`src/rtl/adpll_lock_ctrl.sv`:
```
// ADPLL acquisition and lock-supervision sequencer.
// Optional build macro ADPLL_CTRL_AUTO_RETRY_EN: retry acquisition up to 3 times before FAULT.
module adpll_lock_ctrl #(
  parameter int ERROR_WIDTH     = 8,
  parameter int LOCK_THRESH     = 2,
  parameter int LOCK_COUNT      = 16,
  parameter int UNLOCK_COUNT    = 4,
  parameter int SETTLE_PERIODS  = 8,
  parameter int TIMEOUT_PERIODS = 1024,
  parameter int CNT_WIDTH       = 11
) (
  input  logic                          fpga_clk_i,
  input  logic                          reset_i,
  input  logic                          start_i,
  input  logic                          stop_i,
  input  logic                          ref_clk_i,
  input  logic signed [ERROR_WIDTH-1:0] error_i,
  output logic                          pll_enable_o,
  output logic                          pll_reset_o,
  output logic                          locked_o,
  output logic                          timeout_o,
  output logic [2:0]                    state_o,
  output logic [7:0]                    loss_count_o
);
  typedef enum logic [2:0] {
    IDLE    = 3'd0,
    RSTP    = 3'd1,
    SETTLE  = 3'd2,
    ACQUIRE = 3'd3,
    LOCKED  = 3'd4,
    FAULT   = 3'd5
  } state_t;

  localparam logic [CNT_WIDTH-1:0]   RSTP_LAST   = CNT_WIDTH'(3);
  localparam logic [CNT_WIDTH-1:0]   SETTLE_END  = CNT_WIDTH'(SETTLE_PERIODS);
  localparam logic [CNT_WIDTH-1:0]   LOCK_END    = CNT_WIDTH'(LOCK_COUNT);
  localparam logic [CNT_WIDTH-1:0]   UNLOCK_END  = CNT_WIDTH'(UNLOCK_COUNT);
  localparam logic [CNT_WIDTH-1:0]   TIMEOUT_END = CNT_WIDTH'(TIMEOUT_PERIODS);
  localparam logic [ERROR_WIDTH-1:0] ERR_MIN     = {1'b1, {(ERROR_WIDTH-1){1'b0}}};
  localparam logic [ERROR_WIDTH-1:0] ERR_MAX     = {1'b0, {(ERROR_WIDTH-1){1'b1}}};
  localparam logic [ERROR_WIDTH-1:0] THRESH      = ERROR_WIDTH'(LOCK_THRESH);

  state_t                 state, state_n;
  logic                   ref_s1, ref_s2, ref_d, ref_tick;
  logic [CNT_WIDTH-1:0]   cnt, cnt_n, run, run_n;
  logic [ERROR_WIDTH-1:0] err_u, mag;
  logic                   in_win, loss_inc;
`ifdef ADPLL_CTRL_AUTO_RETRY_EN
  logic [1:0]             retry, retry_n;
`endif

  assign err_u   = $unsigned(error_i);
  assign state_o = state;

  always_comb begin
    if (err_u == ERR_MIN)
      mag = ERR_MAX;
    else if (err_u[ERROR_WIDTH-1])
      mag = ~err_u + 1'b1;
    else
      mag = err_u;
    in_win = (mag <= THRESH);
  end

  // cnt is shared: RSTP cycles, SETTLE ticks, ACQUIRE timeout ticks, LOCKED misses.
  always_comb begin
    state_n  = state;
    cnt_n    = cnt;
    run_n    = run;
    loss_inc = 1'b0;
`ifdef ADPLL_CTRL_AUTO_RETRY_EN
    retry_n  = retry;
`endif
    if (stop_i) begin
      state_n = IDLE;
    end else begin
      case (state)
        IDLE:   if (start_i) state_n = RSTP;
        RSTP:   if (cnt == RSTP_LAST) state_n = SETTLE;
                else cnt_n = cnt + 1'b1;
        SETTLE: if (ref_tick) begin
                  cnt_n = cnt + 1'b1;
                  if (cnt_n == SETTLE_END) state_n = ACQUIRE;
                end
        ACQUIRE: if (ref_tick) begin
                  cnt_n = cnt + 1'b1;
                  run_n = in_win ? run + 1'b1 : '0;
                  if (run_n == LOCK_END) begin
                    state_n = LOCKED;
                  end else if (cnt_n == TIMEOUT_END) begin
`ifdef ADPLL_CTRL_AUTO_RETRY_EN
                    if (retry == 2'd3) begin
                      state_n = FAULT;
                    end else begin
                      state_n = RSTP;
                      retry_n = retry + 1'b1;
                    end
`else
                    state_n = FAULT;
`endif
                  end
                end
        LOCKED: if (ref_tick) begin
                  cnt_n = in_win ? '0 : cnt + 1'b1;
                  if (cnt_n == UNLOCK_END) begin
                    state_n  = ACQUIRE;
                    loss_inc = 1'b1;
                  end
                end
        FAULT:  if (start_i) state_n = RSTP;
        default: state_n = IDLE;
      endcase
    end
    if (state_n != state) begin
      cnt_n = '0;
      run_n = '0;
`ifdef ADPLL_CTRL_AUTO_RETRY_EN
      if (state_n == IDLE || state_n == LOCKED) retry_n = '0;
`endif
    end
  end

  // Outputs decode state_n so they change on the same edge as state_o.
  always_ff @(posedge fpga_clk_i) begin
    if (reset_i) begin
      state        <= IDLE;
      cnt          <= '0;
      run          <= '0;
      ref_s1       <= 1'b0;
      ref_s2       <= 1'b0;
      ref_d        <= 1'b0;
      ref_tick     <= 1'b0;
      pll_enable_o <= 1'b0;
      pll_reset_o  <= 1'b1;
      locked_o     <= 1'b0;
      timeout_o    <= 1'b0;
      loss_count_o <= '0;
`ifdef ADPLL_CTRL_AUTO_RETRY_EN
      retry        <= '0;
`endif
    end else begin
      state        <= state_n;
      cnt          <= cnt_n;
      run          <= run_n;
      ref_s1       <= ref_clk_i;
      ref_s2       <= ref_s1;
      ref_d        <= ref_s2;
      ref_tick     <= ref_s2 & ~ref_d;
      pll_enable_o <= (state_n == SETTLE) || (state_n == ACQUIRE) || (state_n == LOCKED);
      pll_reset_o  <= (state_n == IDLE) || (state_n == RSTP) || (state_n == FAULT);
      locked_o     <= (state_n == LOCKED);
      timeout_o    <= (state_n == FAULT);
      if (loss_inc && loss_count_o != '1) loss_count_o <= loss_count_o + 1'b1;
`ifdef ADPLL_CTRL_AUTO_RETRY_EN
      retry        <= retry_n;
`endif
    end
  end
endmodule

```
`config.mk`:
```
export PLATFORM = sky130hd
export DESIGN_NAME = adpll_lock_ctrl
export DESIGN_NICKNAME = d
export VERILOG_FILES = /design/src/rtl/adpll_lock_ctrl.sv
export SDC_FILE = /design/constraint.sdc
export NUM_CORES = 1
export LEC_CHECK = 0
export ABC_AREA = 0
export CAP_MARGIN = 20
export CORE_MARGIN = 5
export CORE_UTILIZATION = 35
export CTS_CLUSTER_SIZE = 25
export DETAILED_ROUTE_END_ITERATION = 8
export MAX_ROUTING_LAYER = met4
export PLACE_DENSITY = 0.5
export SYNTH_ARGS = -nofsm -noshare
export SYNTH_HDL_FRONTEND = slang
export SYNTH_SLANG_ARGS = --single-unit
```
`constraint.sdc`:
```
create_clock -name fpga_clk_i -period 2.9 [get_ports fpga_clk_i]
set_input_delay 0.58 -clock fpga_clk_i [delete_from_list [all_inputs] [get_ports fpga_clk_i]]
set_output_delay 0.58 -clock fpga_clk_i [all_outputs]
set_load 0.01 [all_outputs]
```
; ---- Yosys cells after proc, flatten, opt, wreduce, memory -nomap -nowiden
; Cells that the tools add are included.
[totals]
in_bits = 13
regBits = 41
word_cells = 78
[op_classes]
n_reduce_logical = 13
add_sub_neg = 4
order_cmp = 1
eq_ne = 21
mux = 23
n_bitwise = 4
[op_table]
columns = operator, n
row1 = $mux 11, 5
row2 = $pmux 11 s3, 1
row3 = $mux 3, 10
row4 = $add 11x1->11 const B, 2
row5 = $add 8x1->8 const B, 2
row6 = $mux 8, 2
row7 = $pmux 3 s5, 1
row8 = $eq 3x2->1 const B, 4
row9 = $eq 3x3->1 const B, 4
row10 = $eq 11x11->1 const B, 1
row11 = $eq 11x2->1 const B, 1
row12 = $eq 11x3->1 const B, 1
row13 = $eq 11x4->1 const B, 1
row14 = $eq 11x5->1 const B, 1
row15 = $eq 8x8->1 const B, 1
row16 = $le 8x2->1 const B, 1
row17 = $ne 8x8->1 const B, 1
row18 = $not 8->8, 1
row19 = $eq 3x1->1 const B, 2
row20 = $logic_not 3->1, 2
row21 = $reduce_or 2->1, 3
row22 = $reduce_and 5->1, 1
row23 = $logic_or 1x1->1, 4
row24 = $mux 1, 4
row25 = other kinds (8), 10

; ---- Depth between registers and ports, before layout
[depth]
ltp_word = 14
depth_mapped = 10
mapped_depth_nobuf = 9

; ---- Least setup slack after synthesis
; OpenSTA, ideal clock, no wires.
[synth_timing]
path_type = input-to-reg
start = input port error_i[0]
end = register cnt[1]
t_arrival_ns = 2.456
path_stages = 10
setup_slack_ns = 0.326
path_cell_list = inv_1 -> ha_1 -> mux2_1 -> a221oi_1 -> o211ai_1 -> nor4_2 -> o211ai_1 -> o21ai_1 -> buf_2 -> nor3_1
[synth_between]
elab_chain_len = 13
word_cells_on_any_way = 20
classes_between = add/sub: 1 / order compare: 1 / eq/ne: 4 / mux: 12 / bitwise: 1 / reduce/logical: 1
[synth_lines]
columns = item, line_no
row1 = from (decl), 17  ; input logic signed [ERROR_WIDTH-1:0] error_i,
row2 = $not 8->8, 59  ; mag = ~err_u + 1'b1;
row3 = $add 8x1->8, 59
row4 = $mux 8, 58  ; else if (err_u[ERROR_WIDTH-1])
row5 = $mux 8 *, 56  ; if (err_u == ERR_MIN)
row6 = $le 8x2->1 *, 62  ; in_win = (mag <= THRESH);
row7 = "$mux 11, on equally long branches", "104, 87"
row8 = $eq 11x3->1 or $eq 11x5->1 (tied branches), "105, 88"
row9 = "$mux 3, on equally long branches", "105, 88"
row10 = "$mux 3, on equally long branches", "103, 85"
row11 = $pmux 3 s5, 77  ; case (state)
row12 = $mux 3, 74  ; if (stop_i) begin
row13 = $ne 3x3->1, 114  ; if (state_n != state) begin
row14 = $reduce_or 2->1 (no source line), n/a
row15 = to (signal assigned), 143  ; cnt <= cnt_n;
row16 = to (decl), 45  ; logic [CNT_WIDTH-1:0] cnt, cnt_n, run, run_n;
; Every way passes the cells marked *; elsewhere a longest branch is shown, timed or not. The select of a mux whose other input is x is not followed.
; A chain may end at the register's enable or synchronous reset.

; ---- Worst setup path after layout
[layout_timing]
start = input port error_i[2]
end = register cnt[10]
; Same word-level chain as after synthesis.

==> results.yml <==
critical_path:
  largest_fanout_of_any_net_on_the_critical_path: 11
  critical_path_required_ns: 3.09
  setup.worst_path.class: "in -> reg"
  worst-r2r-cell-count: 10
  worst_r2r_endpoint: "cnt[10]$_SDFFE_PP0P_"
  critical_path.startpoint_type: "primary input"
  setup.worst_path.end_class: "register"
  worst-r2r-setup-slack_ns: 0.28
  critPathArrivalTime_ns: 3.03
  crit-reg2reg-launch: "cnt[0]$_SDFFE_PP0P_"
sta:
  fmaxAchievable_mhz: 352
  hold_violations_final: 0
  worst_rel_slew_slack: 0.663
  period_share: 0.980
  fin_crit_ns: 2.84
  timing_worst_slew_pin_value_ns: 0.503
  postLayoutSetupSlackWorst_ns: 0.0585
  fin_worst_skew_ns: 0.0133
  max_slew_violations: 0
  setup_viol: 0
finish:
  layout-drive-gt1-share: 0.164
  final_cell_mix: "sky130_fd_sc_hd__dfxtp_1 (41), sky130_fd_sc_hd__a21oi_1 (29), sky130_fd_sc_hd__nor3_1 (26)"
  final.fill_count: 735
  multi_input_area_um2: 1760
  layout.cells.most_common: "sky130_fd_sc_hd__dfxtp_1"
  syn_to_final_growth_pct: 26.6
  antenna_cells: 0
  final_net_count: 396
  register_area_um2: 821
clocking:
  clkTransAtPathRegs_ns: 0.08
  ctsHtreeMaxLevel: 2
  clock_sink_count: 41
  tritoncts.num_buffers: 5
  ctsHoldBuffers: 0
  cts-root-to-sink-buffers: 2
  cts_tree: "built"
  clk_latency_ns: 0.30
  clock_tree.root_cell: "sky130_fd_sc_hd__clkbuf_8"
global_routing:
  grtUsageTotal: 0.154
  globalRoute.totalOverflow: 0
  via_count_of_the_first_global_routing_pass: 2387
  wire_length_of_the_first_global_routing_pass_mm: 12.0
  antenna_violations_before_repair: 0
  maximum_number_of_pins_on_one_net_before_global_route_repair: 23
place:
  io_port_bufs: 27
  post-dp-hpwl_mm: 5.06
  gp_congestion: 0.868
  placement.setup.worst_slack_ns: -0.406
yosys:
  synth-seq-cells: 41
  synth-warning-count: 0
  synth_top_area_share: 0.307
  synth_top_cells_by_area: "sky130_fd_sc_hd__dfxtp_1 (31%), sky130_fd_sc_hd__a21oi_1 (5.6%), sky130_fd_sc_hd__nor3_1 (5.2%)"
  synth_cell_type_count: 61
  synth_ff_type: "sky130_fd_sc_hd__dfxtp_1"
  synth_nets: 355
  syn_avg_cell_area_um2: 7.92
  seq_area_frac_synth: 0.307
  synthArstFlopShare: 0
  yosys.area.top_type: "sky130_fd_sc_hd__dfxtp_1"
  postSynthCellCount: 338
  synth_enable_flop_cells: 0
  post_synth_design_cell_area_um2: 2680
power_and_ir_drop:
  power.combinational.fraction: 0.087
  vdd.ir_drop.worst_uv: 157
  p_total_uw: 1120
  clock_power_share: 0.405
  power_switching_share: 0.224
  power.leakage_uw: 0.00121
  seq_power_share: 0.509
  powerDensity_nw_per_um2: 330
  power.switching_uw: 250
  power.internal_uw: 867
worst_hold_path:
  worst_hold_startpoint: "ref_d$_SDFF_PP0_"
  whs_endpoint: "ref_tick$_SDFF_PP0_"
  hold_path.class: "reg -> reg"
  worstHoldPathCells: 1
run_status:
  status: "finished clean"
floorplanning:
  placeableCoreArea_um2: 7330
  initial_core_util: 0.365
  die-area_um2: 9500
  rows: 31
  io_pins: 28
  fp.dieW_um: 97.4
  die_h_um: 97.4
drt:
  wirelength_mm: 7.32
  per_cell_routed_wire_length_um: 15.3
  antenna_left: 0
  vias: 2642
  avgViaCountPerCell: 5.53
  first_pass_iters: 4
  detail_route.iter0.violations: 65
  drc_violations_left: 0
job:
  max_cap_viol_count: 0
==> cell usage after synthesis, types with 5 or more instances <==
master / instances
sky130_fd_sc_hd__o21ai_0: 14
sky130_fd_sc_hd__and3_1: 8
sky130_fd_sc_hd__nor3b_1: 5
sky130_fd_sc_hd__nor2_1: 22
sky130_fd_sc_hd__nor2b_1: 6
sky130_fd_sc_hd__clkbuf_1: 8
sky130_fd_sc_hd__inv_1: 6
sky130_fd_sc_hd__nor3_1: 28
sky130_fd_sc_hd__o21bai_1: 6
sky130_fd_sc_hd__xor2_1: 9
sky130_fd_sc_hd__xnor2_1: 5
sky130_fd_sc_hd__or3_1: 10
sky130_fd_sc_hd__nand2_1: 22
sky130_fd_sc_hd__buf_2: 11
sky130_fd_sc_hd__dfxtp_1: 41
sky130_fd_sc_hd__a21oi_1: 30
sky130_fd_sc_hd__nand3_1: 19
==> layer usage <==
| layer | up-vias | GRT usage | share of wire |
|---|---|---|---|
| met5 | - | - | 0 |
| met4 | 0 | 0.0351 | 0.0097 |
| met3 | 5 | 0.0302 | 0.039 |
| met2 | 50 | 0.240 | 0.46 |
| met1 | 1260 | 0.205 | 0.49 |
| li1 | 1327 | - | - |
==> kinds of logic (layout without fill, tap and decap cells) <==
family	Yosys count	count (layout)	synth area share
buffers and inverters	29	70	0.0542
xor gates and xnor gates	14	14	0.0458
DFF	41	41	0.307
adders and majority gates	4	4	0.0187
and+or+nand+nor	157	157	0.331
muxes	2	2	0.00795
AOI/OAI and AO/OA	91	91	0.235
==> power by group through the flow <==
stage          logic [uW]  clock network, uW  registers, uW
2_1_floorplan        38.5                  0            581
3_3_place_gp         81.2                  0            581
3_5_place_dp         81.5                  0            581
4_1_cts              83.5                475            568
5_1_grt               104                497            568
6_report             96.9                452            568
==> final cells by class <==
cell class	count	area share
flip-flops and latches	41	0.242
multi-input cells	268	0.518
repair buffers	57	0.166
inverters	6	0.00664
well taps	99	0.0365
clock inverters	2	0.0103
clock buffers	5	0.0203
==> metrics by stage <==
step	utilization	TNS, ns	cell area (um2)	hold slack, ns	std cells
finish	0.462	0	3390	0.389	478
global route	0.462	-0.110	3390	0.410	478
CTS	0.450	0	3300	0.389	475
detailed placement	0.435	-11.71	3190	0.372	468
global placement	0.435	-9.39	3190	0.372	468
floorplan	-	0	2680	0.367	338
==> worst max-delay path by stage <==
stage	depth (start not counted)	from	to	slack (ns)
5_1_grt	10	error_i[2]	timeout_o$_SDFF_PP0_	-0.02
3_3_place_gp	12	error_i[0]	timeout_o$_SDFF_PP0_	-0.33
3_5_place_dp	12	error_i[0]	timeout_o$_SDFF_PP0_	-0.41
2_1_floorplan	10	error_i[0]	cnt[1]$_SDFFE_PP0P_	0.33
6_report	11	error_i[2]	cnt[10]$_SDFFE_PP0P_	0.06
4_1_cts	12	error_i[0]	cnt[10]$_SDFFE_PP0P_	0.003
==> worst max-delay path, cell delays in order <==
cell and delay [ns]:
sky130_fd_sc_hd__clkdlybuf4s50_1 0.46, sky130_fd_sc_hd__or4_1 0.53, sky130_fd_sc_hd__nor3_1 0.29, sky130_fd_sc_hd__o211ai_1 0.17, sky130_fd_sc_hd__nor4_2 0.26, sky130_fd_sc_hd__buf_4 0.17, sky130_fd_sc_hd__a211oi_1 0.05, sky130_fd_sc_hd__o211ai_2 0.17
sky130_fd_sc_hd__buf_6 0.15, sky130_fd_sc_hd__buf_12 0.14, sky130_fd_sc_hd__nor3_1 0.06
==> what timing repair did <==
item	in CTS	in global routing
cloned	0	2
setup endpoints to repair	26	31
pin swaps	0	5
setup buffers	0	1
hold endpoints to repair	0	0
gates resized for setup	2	11
==> flip-flops by register name, summed over array words and instances, names as in the netlist <==
register / cells
cnt: 11
run: 11
loss_count_o: 8
state_o: 3
locked_o: 1
pll_enable_o: 1
pll_reset_o: 1
ref_d: 1
ref_s1: 1
ref_s2: 1
ref_tick: 1
timeout_o: 1
(Power assumes the default switching activity.)
